**src/rtl/gate_exerciser.sv**
```systemverilog
// Self-checking exerciser for a 2-input combinational gate: steps {I1,I2}
// through 00,01,10,11, samples O after SETTLE cycles and scores it against TRUTH.
module gate_exerciser #(
  parameter logic [3:0]  TRUTH  = 4'b1110,
  parameter int unsigned SETTLE = 2
) (
  input  logic       CLK,
  input  logic       RST_N,
  input  logic       START,
  output logic       I1,
  output logic       I2,
  input  logic       O,
  output logic       BUSY,
  output logic       DONE,
  output logic       PASS,
  output logic [2:0] ERR_CNT,
  output logic [3:0] ERR_VEC
);

  typedef enum logic [1:0] {IDLE, RUN, FIN} state_t;

  localparam logic [3:0] LAST = 4'(SETTLE - 1);

  state_t     state;
  logic [1:0] vec;
  logic [3:0] cnt;
  logic       miss;
  logic [3:0] miss_mask;

  always_comb begin
    miss      = 1'b0;
    miss_mask = '0;
    if (O != TRUTH[vec]) begin
      miss           = 1'b1;
      miss_mask[vec] = 1'b1;
    end
  end

  always_ff @(posedge CLK or negedge RST_N) begin
    if (!RST_N) begin
      state   <= IDLE;
      vec     <= '0;
      cnt     <= '0;
      I1      <= 1'b0;
      I2      <= 1'b0;
      BUSY    <= 1'b0;
      DONE    <= 1'b0;
      PASS    <= 1'b0;
      ERR_CNT <= '0;
      ERR_VEC <= '0;
    end else begin
      case (state)
        IDLE: begin
          DONE <= 1'b0;
          if (START) begin
            state   <= RUN;
            vec     <= '0;
            cnt     <= '0;
            {I1, I2} <= 2'b00;
            ERR_CNT <= '0;
            ERR_VEC <= '0;
            PASS    <= 1'b0;
            BUSY    <= 1'b1;
          end
        end
        RUN: begin
          if (cnt == LAST) begin
            ERR_VEC <= ERR_VEC | miss_mask;
            ERR_CNT <= ERR_CNT + 3'(miss);
            if (vec != 2'd3) begin
              vec      <= vec + 2'd1;
              {I1, I2} <= vec + 2'd1;
              cnt      <= '0;
            end else begin
              state    <= FIN;
              {I1, I2} <= 2'b00;
              BUSY     <= 1'b0;
              DONE     <= 1'b1;
              // Verdict must include the vector being scored on this same edge.
              PASS     <= ((ERR_VEC | miss_mask) == 4'b0000);
            end
          end else begin
            cnt <= cnt + 4'd1;
          end
        end
        FIN: begin
          DONE  <= 1'b0;
          state <= IDLE;
        end
        default: state <= IDLE;
      endcase
    end
  end

endmodule
```
**config.mk**
```make
export PLATFORM = sky130hd
export DESIGN_NAME = gate_exerciser
export DESIGN_NICKNAME = d
export VERILOG_FILES = /design/src/rtl/gate_exerciser.sv
export SDC_FILE = /design/constraint.sdc
export NUM_CORES = 1
export LEC_CHECK = 0
export CAP_MARGIN = 20
export CORE_UTILIZATION = 40
export CTS_CLUSTER_SIZE = 16
export DETAILED_ROUTE_END_ITERATION = 7
export PLACE_DENSITY_LB_ADDON = 0.25
export SYNTH_ARGS = -nofsm -noshare
export SYNTH_HDL_FRONTEND = slang
export SYNTH_SLANG_ARGS = --single-unit
```
**constraint.sdc**
```tcl
create_clock -name CLK -period 2.1 [get_ports CLK]
set_input_delay 0.63 -clock CLK [delete_from_list [all_inputs] [get_ports CLK]]
set_output_delay 0.63 -clock CLK [all_outputs]
set_load 0.005 [all_outputs]
```
==> flow_metrics.py, run 1 <==
metrics = {
    "clock_tree": {
        "cts_setup_buffers": 0,
        "cts-root-buf": "clkbuf_4",
        "cts.sinks": 20,
        "cts_hold_buffers": 0,
        "clkLatencyLatePin_ps": 310,
        "path_clk_slew_ps": 120,
        "clockBufferDepth": 2,
        "cts_made_buffers": 3,
        "htree_levels": 1,
        "post_cts_resized": 0,
        "cts_tree": "done",
    },
    "worst_setup_path": {
        "critical_path_class": "flip-flop to primary output",
        "startpoint_type": "flip-flop",
        "cp_max_fo": 3,
        "cp.arrival_ps": 1240,
        "path_cells": "clkdlybuf4s50_1",
        "max_stage_delay_ps": 520,
        "crit_buf_inv": 1,
        "cp_top_family": "buffers and inverters",
        "critPathSlowestCell": "clkdlybuf4s50_1",
        "end_kind": "primary output",
        "worstPathRequired_ps": 1470,
    },
    "timing": {
        "tightestPinTransition_ps": 343.6,
        "skew_ps": 1.900,
        "fin_crit_sh_pct": 88.96,
        "timing.fmax_mhz": 535.3,
        "whs_ps": 491.1,
        "max_slew_margin_pct": 76.99,
        "layout_min_cycle_time_ps": 1868,
        "setup_violations": 0,
        "hold_viol": 0,
        "rsz0062_at_grt": "false",
        "drv_slew": 0,
    },
    "grt": {
        "grt_max_degree": 21,
        "grt_util_all_layers_pct": 17.54,
        "antenna_found_initial": 0,
        "grt_overflow_total": 0,
        "grt_pass1_wl_mm": 3.456,
        "grt_pass1_vias": 775,
    },
    "place": {
        "portBuffers": 15,
        "gp_congestion": 0.7878,
        "dpl_cell_area_sq_mm": 0.001242,
        "post-dp-hpwl_mm": 1.560,
    },
    "yosys": {
        "synth_ff_type": "dfrtp_1",
        "async_flop_share_pct": 100.0,
        "avgSynthCellArea_sq_um": 10.22,
        "yosysSeqAreaShare_pct": 49.44,
        "syn_inst": 99,
        "ys_ff_latch": 20,
        "ys_types": 29,
        "yosys_warnings": 0,
        "synth_area_leader_cell": "dfrtp_1",
        "yosys-top-cells-area": "dfrtp_1, ha_1, nand2_1",
        "synth_top_area_share_pct": 49.44,
        "synthesis.nets": 111,
        "synth_area_sq_mm": 0.001012,
        "synth_edf_count": 0,
    },
    "floorplan": {
        "ios": 16,
        "core_sq_mm": 0.002297,
        "die_x_microns": 52.31,
        "dieArea_sq_mm": 0.002736,
        "initial_core_util_pct": 44.06,
        "dieHeight_microns": 52.31,
        "rows": 17,
    },
    "power_and_ir_drop": {
        "irDropWorstVdd_uv": 906.0,
        "leakage_uw": 0.0006017,
        "cellPowerDensity_mw_per_mm2": 1467,
    },
    "route": {
        "via_per_inst": 5.237,
        "final_antenna_net_count": 0,
        "wl_per_cell_microns": 13.67,
        "drt_pass1_iterations": 2,
        "drc": 0,
        "vias": 796,
        "drt_iter0_markers": 14,
        "wirelength_mm": 2.078,
    },
    "finish": {
        "layout-drive-gt1-share_pct": 14.52,
        "antenna_cells": 0,
        "layout_common_cells": "dfrtp_1, clkdlybuf4s50_1, nand2_1",
        "nets": 137,
        "fin_area_sq_mm": 0.001295,
        "synthToLayoutAreaGrowth_pct": 27.94,
        "layout.cells.most_common": "dfrtp_1",
    },
    "min_path": {
        "hold_class": "flip-flop to flip-flop",
    },
    "run_status": {
        "status": "complete, no violations",
    },
    "flow_run": {
        "cap_violations": 0,
    },
}
## per-stage QoR
stage	instances	worst slack (ps)	TNS, ps	utilization, %	total power, uW
global route	152	107.3	0	56.37	2055
finish	152	231.9	0	56.37	1900
floorplan	99	181.9	0	-	1182
detailed placement	148	-42.59	-70.57	54.09	1590
global placement	148	-15.09	-15.09	54.09	1551
CTS	152	218.2	0	56.37	1921
## sequential cells by signal (all words and copies together) (netlist names)
register and count:
vec 2, I1 1, cnt 4, ERR_CNT 3, ERR_VEC 4, PASS 1, I2 1, state 2
DONE 1, BUSY 1
## cell usage after synthesis (2+ instances only)
| cell | n |
|---|---|
| a21o_2 | 2 |
| a21oi_1 | 4 |
| a22o_1 | 2 |
| a31oi_1 | 5 |
| dfrtp_1 | 20 |
| ha_1 | 8 |
| inv_1 | 8 |
| nand2_1 | 11 |
| nand3_1 | 3 |
| nor2_1 | 10 |
| nor4_1 | 2 |
| o21ai_0 | 4 |
| or3_1 | 4 |
## report_power, final
group / leakage [uW] / total [uW] / internal (uW) / switching (uW)
registers: 0.000248 / 708 / 549 / 159
clock network: 0.0000279 / 322 / 193 / 128
logic: 0.000326 / 870 / 465 / 405
## logic make-up after synthesis
family	synth area share, %
and+or+nand+nor	19.90
AOI/OAI and AO/OA	16.20
adders and majority gates	9.889
xor gates and xnor gates	0.8654
DFF	49.44
buffers and inverters	3.709
## metal layers
| metal | global-route usage [%] | vias up | wire length, microns |
|---|---|---|---|
| li1 | - | 399 | - |
| met1 | 22.30 | 380 | 954 |
| met2 | 29.11 | 12 | 1026 |
| met3 | 1.739 | 5 | 50 |
| met4 | 9.211 | 0 | 46 |
| met5 | 0 | - | 0 |
## final cells by class
| type | instances | area [sq um] |
|---|---|---|
| inverters | 8 | 30.03 |
| flip-flops and latches | 20 | 500.5 |
| fillers | 205 | 1002 |
| multi-input cells | 70 | 474.2 |
| well taps | 28 | 35.03 |
| clock buffers | 3 | 22.52 |
| repair buffers | 22 | 202.7 |
| clock inverters | 1 | 30.03 |
## worst paths after layout
check,from,endpoint,slack [ps],cells after the start
setup / recovery,ERR_VEC[0],ERR_VEC[0],230,1
hold / removal,I2,I2,490,2
setup reg to reg,vec[0],cnt[2],270,5
hold reg to reg,I2,I2,490,2
max in group asynchronous,RST_N,ERR_VEC[2],1260,2
min in group asynchronous,RST_N,ERR_CNT[1],640,2
No activity file was read; power rests on OpenSTA's default activity.
==> inputs of run 2 (changes only) <==
Settings changed: GPL_ROUTABILITY_DRIVEN set to 1.
Clock period 2.1 ns to 2 ns, I/O delays scaled along.
==> run 2 against run 1 <==
Die area unchanged. Utilization grew 1.6 points. Final cell count grew 2.6%. Clock-buffer cell count stayed put. First-iteration DRC count decreased by 36%. Setup slack lost 80 ps. Combinational power rose by 13%. Register-to-register slack got worse by 80 ps. Non-clock buffer count rose by 4. Worst hold slack got worse by 5.9 ps. Via count rose by 2.1%.
==> flow_metrics.py, run 2 (synthesis results as in run 1) <==
metrics = {
    "timing": {
        "max_slew_margin_pct": 75.32,
        "rsz0062_at_grt": "false",
        "fin_crit_sh_pct": 92.39,
        "tightestPinTransition_ps": 368.5,
        "timing.fmax_mhz": 541.2,
        "hold_viol": 0,
        "drv_slew": 0,
        "tns_ps": 0,
        "setup_violations": 0,
        "layout_min_cycle_time_ps": 1848,
        "skew_ps": 8.352,
    },
    "grt": {
        "grt_pass1_vias": 844,
        "antenna_found_initial": 0,
        "grt_overflow_total": 0,
        "grt_pass1_wl_mm": 3.732,
        "grt_max_degree": 21,
        "grt_util_all_layers_pct": 18.49,
    },
    "route": {
        "drt_iter0_markers": 9,
        "wirelength_mm": 2.155,
        "final_antenna_net_count": 0,
        "vias": 813,
        "wl_per_cell_microns": 13.81,
        "drt_pass1_iterations": 4,
        "via_per_inst": 5.212,
        "drc": 0,
    },
    "clock_tree": {
        "cts_hold_buffers": 0,
        "clkLatencyLatePin_ps": 300,
        "cts_made_buffers": 3,
        "path_clk_slew_ps": 120,
        "cts-root-buf": "clkbuf_4",
        "cts_tree": "done",
        "cts.sinks": 20,
        "clockBufferDepth": 2,
        "htree_levels": 1,
    },
    "floorplan": {
        "initial_core_util_pct": 44.06,
        "die_x_microns": 52.31,
        "ios": 16,
        "dieArea_sq_mm": 0.002736,
        "core_sq_mm": 0.002297,
        "rows": 17,
        "dieHeight_microns": 52.31,
    },
    "power_and_ir_drop": {
        "leakage_uw": 0.0006260,
        "clkPwrFrac_pct": 16.1,
        "seq_power_share_pct": 35.8,
        "combPwrFrac_pct": 48.2,
        "internal_power_uw": 1308,
        "cellPowerDensity_mw_per_mm2": 1537,
        "irDropWorstVdd_uv": 990.7,
        "switching_share_pct": 36.11,
        "switchingPower_uw": 739.4,
    },
    "place": {
        "portBuffers": 15,
        "post-dp-hpwl_mm": 1.625,
        "place_inst": 151,
        "gp_congestion": 0.7609,
        "dpl_cell_area_sq_mm": 0.001265,
    },
    "finish": {
        "antenna_cells": 0,
        "layout_common_cells": "dfrtp_1, clkdlybuf4s50_1, nand2_1, buf_4, nor2_1",
        "layout-drive-gt1-share_pct": 17.97,
        "layout.cells.most_common": "dfrtp_1",
        "nets": 141,
        "top_regs": "ERR_VEC: 4 flops, cnt: 4 flops, ERR_CNT: 3 flops",
        "fin_area_sq_mm": 0.001333,
        "final_util_pct": 58.01,
        "synthToLayoutAreaGrowth_pct": 31.64,
        "finalNonFillerCells": 156,
    },
    "min_path": {
        "hold_class": "flip-flop to flip-flop",
    },
    "worst_setup_path": {
        "cp.arrival_ps": 2090,
        "startpoint_type": "primary input",
        "critical_path_class": "primary input to flip-flop",
        "worstPathRequired_ps": 2240,
        "cp_max_fo": 2,
        "end_kind": "flip-flop",
    },
    "run_status": {
        "status": "complete, no violations",
    },
    "flow_run": {
        "cap_violations": 0,
    },
}
## run 2: routing by layer
| layer | GRT usage (%) | share of wire [%] | vias up |
|---|---|---|---|
| met3 | 5.507 | 4.3 | 0 |
| met4 | 2.632 | 0 | 0 |
| met5 | 0 | 0 | - |
| met1 | 22.55 | 45 | 390 |
| li1 | - | - | 404 |
| met2 | 32.49 | 50 | 19 |
## run 2: worst paths after layout
check                       start         end  slack [ps]  cells past startpoint
setup / recovery                O  ERR_CNT[2]         150                      7
hold reg to reg                I1          I1         490                      2
min in group asynchronous   RST_N  ERR_CNT[1]         610                      2
max in group asynchronous   RST_N  ERR_VEC[3]        1170                      2
setup reg to reg           cnt[1]      cnt[3]         190                      6
hold / removal                 I1          I1         490                      2
## run 2: repair_timing
action / 4_1_cts / 5_1_grt
setup buffers: 0 / 1
endpoints found under the setup margin: 0 / 1
gates resized for setup: 0 / 1
## run 2: cell type report
cell class | count | area (sq um)
Timing Repair Buffer | 26 | 232.7
Multi-Input combinational cell | 70 | 481.7
Tap cell | 28 | 35.03
Clock buffer | 3 | 22.52
Fill cell | 207 | 964.7
Clock inverter | 1 | 30.03
Inverter | 8 | 30.03
Sequential cell | 20 | 500.5
## run 2: power groups by stage
| stage | logic [uW] | clock network [uW] | registers, uW |
|---|---|---|---|
| final | 987 | 329 | 732 |
| after global routing | 1120 | 360 | 754 |
| after CTS | 956 | 337 | 738 |
| after detailed placement | 946 | 0 | 748 |
| after global placement | 921 | 0 | 735 |
| after floorplan | 517 | 0 | 724 |
## run 2: critical path, stage by stage
cell	delay [ps]
clkdlybuf4s50_1	520
xnor2_2	140
and2_1	150
ha_1	140
inv_1	50
or3_1	360
a21oi_1	140
## run 2: metrics by stage
stage	power (uW)	hold slack, ps	setup WS, ps
after floorplan	1241	304.4	81.90
after global placement	1657	453.5	-87.40
after detailed placement	1694	465.9	-121.2
after CTS	2030	493.1	107.6
after global routing	2232	511.7	20.77
final	2048	485.2	152.1
==> inputs of run 3 (changes only) <==
Settings changed: CTS_BUF_LIST set to sky130_fd_sc_hd__clkbuf_8 sky130_fd_sc_hd__clkbuf_16.
Clock period 2 ns to 1.82 ns, I/O delays scaled along.
==> run 3 against run 2 <==
Clock-buffer cell count is 1 higher. Sequential power is 13% higher. Wire length is 0.42% higher. Power is 12% higher. Critical path depth is 1 lower. Largest cell class unchanged.
==> flow_metrics.py, run 3 (synthesis results as in run 1) <==
metrics = {
    "route": {
        "wirelength_mm": 2.164,
        "final_antenna_net_count": 0,
        "drt_pass1_iterations": 5,
        "drt_iter0_markers": 27,
        "wl_per_cell_microns": 13.87,
        "vias": 830,
        "via_per_inst": 5.321,
        "drc": 0,
    },
    "place": {
        "post-place-ws_ps": -252.0,
        "portBuffers": 15,
        "gp_congestion": 0.7656,
        "place_inst": 151,
        "post-dp-hpwl_mm": 1.569,
    },
    "floorplan": {
        "core_sq_mm": 0.002297,
        "die_x_microns": 52.31,
        "rows": 17,
        "ios": 16,
        "dieHeight_microns": 52.31,
        "dieArea_sq_mm": 0.002736,
        "initial_core_util_pct": 44.06,
    },
    "timing": {
        "whs_ps": 472.9,
        "timing.fmax_mhz": 567.4,
        "drv_slew": 0,
        "setup_ws_ps": 57.51,
        "hold_viol": 0,
        "tightestPinTransition_ps": 308.3,
        "skew_ps": 1.325,
        "max_slew_margin_pct": 79.43,
        "layout_min_cycle_time_ps": 1762,
        "setup_violations": 0,
        "fin_crit_sh_pct": 96.84,
    },
    "finish": {
        "layout-drive-gt1-share_pct": 21.88,
        "finalNonFillerCells": 156,
        "nets": 141,
        "layout.cells.most_common": "dfrtp_1",
        "top_regs": "ERR_VEC: 4 flops, cnt: 4 flops, ERR_CNT: 3 flops",
        "layout_common_cells": "dfrtp_1, clkdlybuf4s50_1, nand2_1, buf_4, nor2_1",
        "synthToLayoutAreaGrowth_pct": 34.12,
        "fillerInstances": 193,
        "antenna_cells": 0,
    },
    "worst_setup_path": {
        "worstPathRequired_ps": 1960,
        "crit_buf_inv": 2,
        "r2r_slack_ps": 80,
        "max_stage_delay_ps": 490,
        "cp_top_family": "buffers and inverters",
        "startpoint": "START",
        "critPathSlowestCell": "clkdlybuf4s50_1",
        "critical_path_class": "primary input to flip-flop",
        "end_kind": "flip-flop",
        "reg2reg_to": "ERR_CNT[2]",
        "cp.arrival_ps": 1910,
        "cp.depth": 6,
        "startpoint_type": "primary input",
        "reg2reg_depth": 8,
        "path_cells": "clkdlybuf4s50_1 > nor3b_4 > a21oi_4 > buf_4 > o21ai_0 > a21oi_2",
        "cp_max_fo": 6,
        "endpoint": "ERR_CNT[2]",
        "r2r_start": "vec[1]",
    },
    "clock_tree": {
        "htree_levels": 1,
        "cts.sinks": 20,
        "cts_tree": "done",
        "cts_made_buffers": 3,
        "clockBufferDepth": 2,
        "path_clk_slew_ps": 80,
        "clkLatencyLatePin_ps": 260,
        "cts-root-buf": "clkbuf_8",
    },
    "power_and_ir_drop": {
        "irDropWorstVdd_uv": 832.8,
        "cellPowerDensity_mw_per_mm2": 1687,
        "p_total_uw": 2290,
        "leakage_uw": 0.0006344,
    },
    "grt": {
        "grt_pass1_vias": 803,
        "grt_overflow_total": 0,
        "grt_pass1_wl_mm": 3.615,
        "grt_util_all_layers_pct": 18.27,
        "antenna_found_initial": 0,
        "grt_max_degree": 21,
    },
    "min_path": {
        "hold_class": "flip-flop to flip-flop",
    },
    "run_status": {
        "status": "complete, no violations",
    },
    "flow_run": {
        "cap_violations": 0,
    },
}
-- run 3: cell type report --
| type | instances | area [sq um] | area share (%) |
|---|---|---|---|
| clock buffers | 4 | 55.05 | 4.055 |
| repair buffers | 26 | 235.2 | 17.33 |
| inverters | 8 | 30.03 | 2.212 |
| multi-input cells | 70 | 500.5 | 36.87 |
| flip-flops and latches | 20 | 501.7 | 36.96 |
| well taps | 28 | 35.03 | 2.581 |
-- run 3: where the power goes --
| part | internal, uW | switching [uW] |
|---|---|---|
| Clock | 192 | 150 |
| Combinational | 612 | 512 |
| Sequential | 637 | 186 |
| Total | 1440 | 848 |
-- run 3: tightest hold or removal path, stage by stage (launching register included) --
cell     delay (ps)
dfrtp_1         340
nand2_1          50
nand2_1          50
-- run 3: repair_timing --
action                     in CTS  in global routing
gates resized for setup         0                  7
setup buffers                   0                  1
setup endpoints to repair       0                  3
hold buffers                    0                  0
-- run 3: worst min-delay path by stage --
stage / startpoint / to / slack [ps] / depth (start not counted)
final: I1 / I1 / 470 / 2
after CTS: I1 / I1 / 480 / 2
after global placement: I1 / I1 / 450 / 2
after detailed placement: I1 / I1 / 460 / 2
after global routing: I1 / I1 / 490 / 2
after floorplan: RST_N / BUSY / 250 / 0
-- run 3: through the flow --
step | TNS (ps) | utilization [%] | instance area (sq um)
detailed placement | -1817 | 55.39 | 1272
global route | -68.52 | 59.10 | 1358
global placement | -1692 | 55.39 | 1272
CTS | 0 | 57.79 | 1328
finish | 0 | 59.10 | 1358
floorplan | 0 | - | 1020
-- run 3: routing by layer --
metal / share of wire (%) / track usage [%] / vias up / wire length [microns]
met4: 1.1 / 7.895 / 0 / 23
li1: - / - / 405 / -
met2: 48 / 31.01 / 17 / 1034
met3: 3.2 / 2.609 / 4 / 69
met1: 48 / 22.78 / 404 / 1037
met5: 0 / 0 / - / 0
